`config.mk`:
```
export PLATFORM = sky130hd
export DESIGN_NAME = counter_uart_tx
export DESIGN_NICKNAME = d
export VERILOG_FILES = /design/src/rtl/counter_uart_pkg.sv /design/src/rtl/counter_uart_tx_baud.sv /design/src/rtl/counter_uart_tx.sv
export SDC_FILE = /design/constraint.sdc
export NUM_CORES = 1
export LEC_CHECK = 0
export BUFFER_PORTS_ARGS = -buffer_cell sky130_fd_sc_hd__buf_2
export CAP_MARGIN = 15
export CELL_PAD_IN_SITES_DETAIL_PLACEMENT = 1
export CELL_PAD_IN_SITES_GLOBAL_PLACEMENT = 1
export CORE_UTILIZATION = 48
export DETAILED_ROUTE_END_ITERATION = 8
export PLACE_DENSITY_LB_ADDON = 0.12
export SLEW_MARGIN = 5
export SYNTH_ARGS = -nofsm -noshare
export SYNTH_HDL_FRONTEND = slang
export SYNTH_SLANG_ARGS = --single-unit
```
`constraint.sdc`:
```
create_clock -name clk -period 3.4 [get_ports clk]
set_input_delay 0.17 -clock clk [delete_from_list [all_inputs] [get_ports clk]]
set_output_delay 0.17 -clock clk [all_outputs]
set_load 0.02 [all_outputs]
```
`src/rtl/counter_uart_pkg.sv`:
```
// Shared types and constants for the counter UART transmitter.
// 8N1 framing: one start bit, eight data bits, one stop bit.
package counter_uart_pkg;

  typedef enum logic [1:0] {
    ST_IDLE,
    ST_START,
    ST_DATA,
    ST_STOP
  } state_e;

  localparam int FRAME_BITS = 10;
  localparam int DATA_BITS  = 8;

endpackage

```
`src/rtl/counter_uart_tx_baud.sv`:
```
// Bit-period timer: tick is high in the last cycle of each bit period.
// restart holds the count at zero so a frame always begins on a fresh period.
module uart_baud_tick #(
  parameter int CLKS_PER_BIT = 16
) (
  input  logic clk,
  input  logic rst_n,
  input  logic restart,
  output logic tick
);

  localparam int W = (CLKS_PER_BIT > 1) ? $clog2(CLKS_PER_BIT) : 1;
  localparam logic [W-1:0] LAST = W'(CLKS_PER_BIT - 1);

  logic [W-1:0] cnt_q;
  logic [W-1:0] cnt_d;

  assign tick = (cnt_q == LAST);

  always_comb begin
    cnt_d = cnt_q + 1'b1;
    if (restart || tick) begin
      cnt_d = '0;
    end
  end

  always_ff @(posedge clk or negedge rst_n) begin
    if (!rst_n) begin
      cnt_q <= '0;
    end else begin
      cnt_q <= cnt_d;
    end
  end

endmodule

```
`src/rtl/counter_uart_tx.sv`:
```
// UART transmitter for a counter value: explicit start or auto-send on change.
// All outputs are registered; tx is driven from the next-state values.
module counter_uart_tx
  import counter_uart_pkg::*;
#(
  parameter int CLKS_PER_BIT = 16
) (
  input  logic       clk,
  input  logic       rst_n,
  input  logic [7:0] data_in,
  input  logic       start,
  input  logic       auto_en,
  output logic       tx,
  output logic       busy,
  output logic       done
);

  state_e     state_q, state_d;
  logic [2:0] bit_q, bit_d;
  logic [7:0] shift_q, shift_d;
  logic [7:0] last_q, last_d;
  logic       tx_q, tx_d;
  logic       busy_q, busy_d;
  logic       done_q, done_d;
  logic       tick;
  logic       req;

  uart_baud_tick #(
    .CLKS_PER_BIT(CLKS_PER_BIT)
  ) u_baud (
    .clk    (clk),
    .rst_n  (rst_n),
    .restart(state_q == ST_IDLE),
    .tick   (tick)
  );

  assign req = start || (auto_en && (data_in != last_q));

  always_ff @(posedge clk or negedge rst_n) begin
    if (!rst_n) begin
      state_q <= ST_IDLE;
      bit_q   <= '0;
      shift_q <= '0;
      last_q  <= '0;
      tx_q    <= 1'b1;
      busy_q  <= 1'b0;
      done_q  <= 1'b0;
    end else begin
      state_q <= state_d;
      bit_q   <= bit_d;
      shift_q <= shift_d;
      last_q  <= last_d;
      tx_q    <= tx_d;
      busy_q  <= busy_d;
      done_q  <= done_d;
    end
  end

  always_comb begin
    state_d = state_q;
    bit_d   = bit_q;
    shift_d = shift_q;
    last_d  = last_q;
    unique case (state_q)
      ST_IDLE: begin
        if (req) begin
          state_d = ST_START;
          bit_d   = '0;
          shift_d = data_in;
          last_d  = data_in;
        end
      end
      ST_START: begin
        if (tick) begin
          state_d = ST_DATA;
        end
      end
      ST_DATA: begin
        if (tick) begin
          if (bit_q == 3'd7) begin
            state_d = ST_STOP;
          end else begin
            bit_d   = bit_q + 3'd1;
            shift_d = {1'b0, shift_q[7:1]};
          end
        end
      end
      ST_STOP: begin
        if (tick) begin
          state_d = ST_IDLE;
        end
      end
      default: state_d = ST_IDLE;
    endcase
  end

  // shift_d[0] is the bit that will be on the line after this edge
  always_comb begin
    tx_d   = 1'b1;
    busy_d = (state_d != ST_IDLE);
    done_d = (state_q == ST_STOP) && (state_d == ST_IDLE);
    unique case (1'b1)
      (state_d == ST_START): tx_d = 1'b0;
      (state_d == ST_DATA):  tx_d = shift_d[0];
      default:               tx_d = 1'b1;
    endcase
  end

  assign tx   = tx_q;
  assign busy = busy_q;
  assign done = done_q;

endmodule

```
==> results.cfg <==
[global_route]
grt_pass1_wl_um = 5840
grt_usage_pct = 23.9
met2_usage_pct = 40.0
antenna_found_initial = 0
grt_max_degree = 29
use_met3_pct = 3.23
grt_pass1_vias = 1198
grt-busiest-layer = met2
grt_overflow = 0
grt_use_met1_pct = 32.6

[routing]
vias = 1075
firstDrtPassIters = 4
drt_iter0_drc = 37
routedWlPerCell_um = 18.2
wirelength_um = 3340
antenna_left = 0
vias_per_cell = 5.87
route.detailed.drc = 0

[synth]
syn_avg_cell_area_um2 = 10.5
synth_mux_area_share_pct = 2.45
synth_edf_count = 0
ys_ff_latch = 28
synth-xor-area-share_pct = 6.11
seq_area_frac_synth_pct = 49.0
synth_fa_ha_area_share_pct = 2.62
syn-cell-area_um2 = 1430
ys_top_cells_by_count = dfrtp_1, nand2_1, o211ai_1
syn_nets = 152
yosysTopAreaCell = dfrtp_1
synthSimpleGateAreaFrac_pct = 14.8
synthTopCellsByArea = dfrtp_1, o211ai_1, o21ai_2, nand2_1, xor2_1
synth_ff_type = dfrtp_1
synth-compound-area-share_pct = 20.3
synth_top_family_by_area = compound AO/OA/AOI/OAI gates
async_reset_ff_share_pct = 100
synth_most_common_cell = dfrtp_1
synthDominantCellAreaShare_pct = 47.2
synth_cell_types = 33
syn_inst = 137
ys_warn_count = 0

[run]
drv_cap = 0

[clock_tree]
cts_root_buf = clkbuf_4
cts_tree = done
post-cts-setup-buffers = 0
cts_max_level = 1
path_clk_slew_ns = 0.15
numCtsBuffers = 3
clkLatencyLatePin_ns = 0.33
clock_path_buffers = 2
clock-sinks = 28

[worst_setup_path]
path_class = reg -> reg
crit_family = compound AO/OA/AOI/OAI gates
max_stage_delay_ns = 0.44
critPathCaptureType = flip-flop
start_kind = flip-flop
crit_buf_inv = 1
r2r_cells = 6
r2r_start = last_q[2]
critical_path_arrival_ns = 2.34
r2r_setup_slack_ns = 1.26
cp_max_fo = 14
path_cells = xor2_1 -> nor4_2 -> a21boi_2 -> o21a_1 -> buf_4 -> o211ai_1
cp.required_ns = 3.61
r2r-end = shift_q[3]
cp_slowest_cell = a21boi_2
crit_start = last_q[2]

[hold_path]
hold_depth = 2
hp-class = in -> reg
holdCritStartpoint = data_in[0]
min_to = last_q[0]

[timing]
tns_ns = 0
hold_violations = 0
slew_violations = 0
setup_viol = 0
rsz0062_at_grt = false
worst_slew_pin_slew_ns = 1.04
fin_skew_ns = 0.00106
holdWs_ns = 0.141
fin_crit_ns = 2.14
clock.fmax_mhz = 468
slew_headroom_pct = 29.9
period_share_pct = 62.8

[placed_design]
hpwl_um = 2490
port_buffers = 14
dp.cells = 178
gp_routability_congestion = 0.723
dpl-instance-area_um2 = 1520

[die]
core-area_um2 = 2780
num_io_pins = 15
die_height_um = 56.6
start_util_pct = 51.5
die_area_um2 = 3210
num_rows = 19
fp.dieW_um = 56.6

[pwr]
vdd_drop_max_mv = 0.229
p_leak_nw = 0.709
cellPowerDensity_nw_per_um2 = 398

[cells_and_area]
antennaDiodeCount = 0
ff_latch_area_um2 = 702
instances_no_fill = 183
multi_input_area_um2 = 662
fin_nets = 168
syn2layout_area_growth_pct = 9.17
final_area_um2 = 1560
fillers = 315
layout-drive-gt1-share_pct = 23.7

[status]
outcome = complete, no violations
## cell families after synthesis
group                    count (synthesis)
adder cells (fa/ha/maj)                  3
AO/OA/AOI/OAI                           38
AND/OR/NAND/NOR                         41
flip-flops                              28
buffers and inverters                   14
XOR/XNOR                                10
multiplexers                             3
## placed cells by master (no fill, tap or decap), drive strengths merged
cell type,Yosys,routed
dfrtp,27,27
nand2,23,23
buf,3,16
o21ai,15,15
o211ai,14,14
xor2,8,8
inv,8,8
clkbuf,3,4
nand2b,3,3
a21oi,3,3
ha,3,3
nor2,2,2
xnor2,2,2
and3,2,2
nor3,2,2
nor4,2,2
mux2i,2,2
nor2b,2,2
nor3b,1,1
a21boi,1,1
nand3,1,1
a22o,1,1
nand3b,1,1
and4b,1,1
a311o,1,1
o32ai,1,1
o221a,1,1
nand4b,1,1
o21a,1,1
mux2,1,1
dlygate4sd3,0,1
dfstp,1,1
## layout make-up
type | instances | area share, %
inverter | 8 | 1.92
timing repair buffer | 17 | 6.08
tap | 31 | 2.48
clock buffer | 4 | 2.32
sequential | 28 | 44.9
multi-input combinational | 95 | 42.3
## worst reg2reg max path, stage by stage (launching register included)
cell      delay [ns]
dfrtp_1         0.43
xor2_1          0.27
nor4_2          0.11
a21boi_2        0.44
o21a_1          0.35
buf_4           0.29
o211ai_1        0.14
## timing repair
action,in CTS,in global routing
endpoints found under the hold margin,27,0
hold buffers,1,0
resized for setup,0,0
## per-layer routing
metal	up-vias	share of wire (%)
li1	512	-
met1	543	46
met2	14	50
met3	6	1.8
met4	0	1.6
met5	-	0
## where the power goes
part / total (mW) / leakage [nW] / switching (mW) / internal (mW)
Sequential: 0.366 / 0.339 / 0.0134 / 0.353
Combinational: 0.0898 / 0.349 / 0.0530 / 0.0368
Clock: 0.166 / 0.0210 / 0.100 / 0.0655
## how the worst max path moves through the flow
stage	slack [ns]	to	cells past startpoint
5_1_grt	1.13	tx	7
6_report	1.26	shift_q[3]	6
2_1_floorplan	1.65	tx	7
3_3_place_gp	1.49	tx	7
3_5_place_dp	1.34	tx	7
4_1_cts	1.29	shift_q[3]	6
## through the flow
| step | worst slack, ns | util [%] | total power, mW |
|---|---|---|---|
| global placement | 1.49 | 54.6 | 0.454 |
| detailed placement | 1.34 | 54.6 | 0.461 |
| floorplan | 1.65 | - | 0.429 |
| global route | 1.13 | 56.2 | 0.654 |
| CTS | 1.29 | 56.2 | 0.628 |
| finish | 1.26 | 56.2 | 0.622 |
## state kept, by name, indices dropped and copies added, names as in the netlist
signal / flops
bit_q: 3
shift_q: 8
tx: 1
done: 1
busy: 1
state_q: 2
u_baud.cnt_q: 4
last_q: 8
Power figures use the tool's default switching activity.
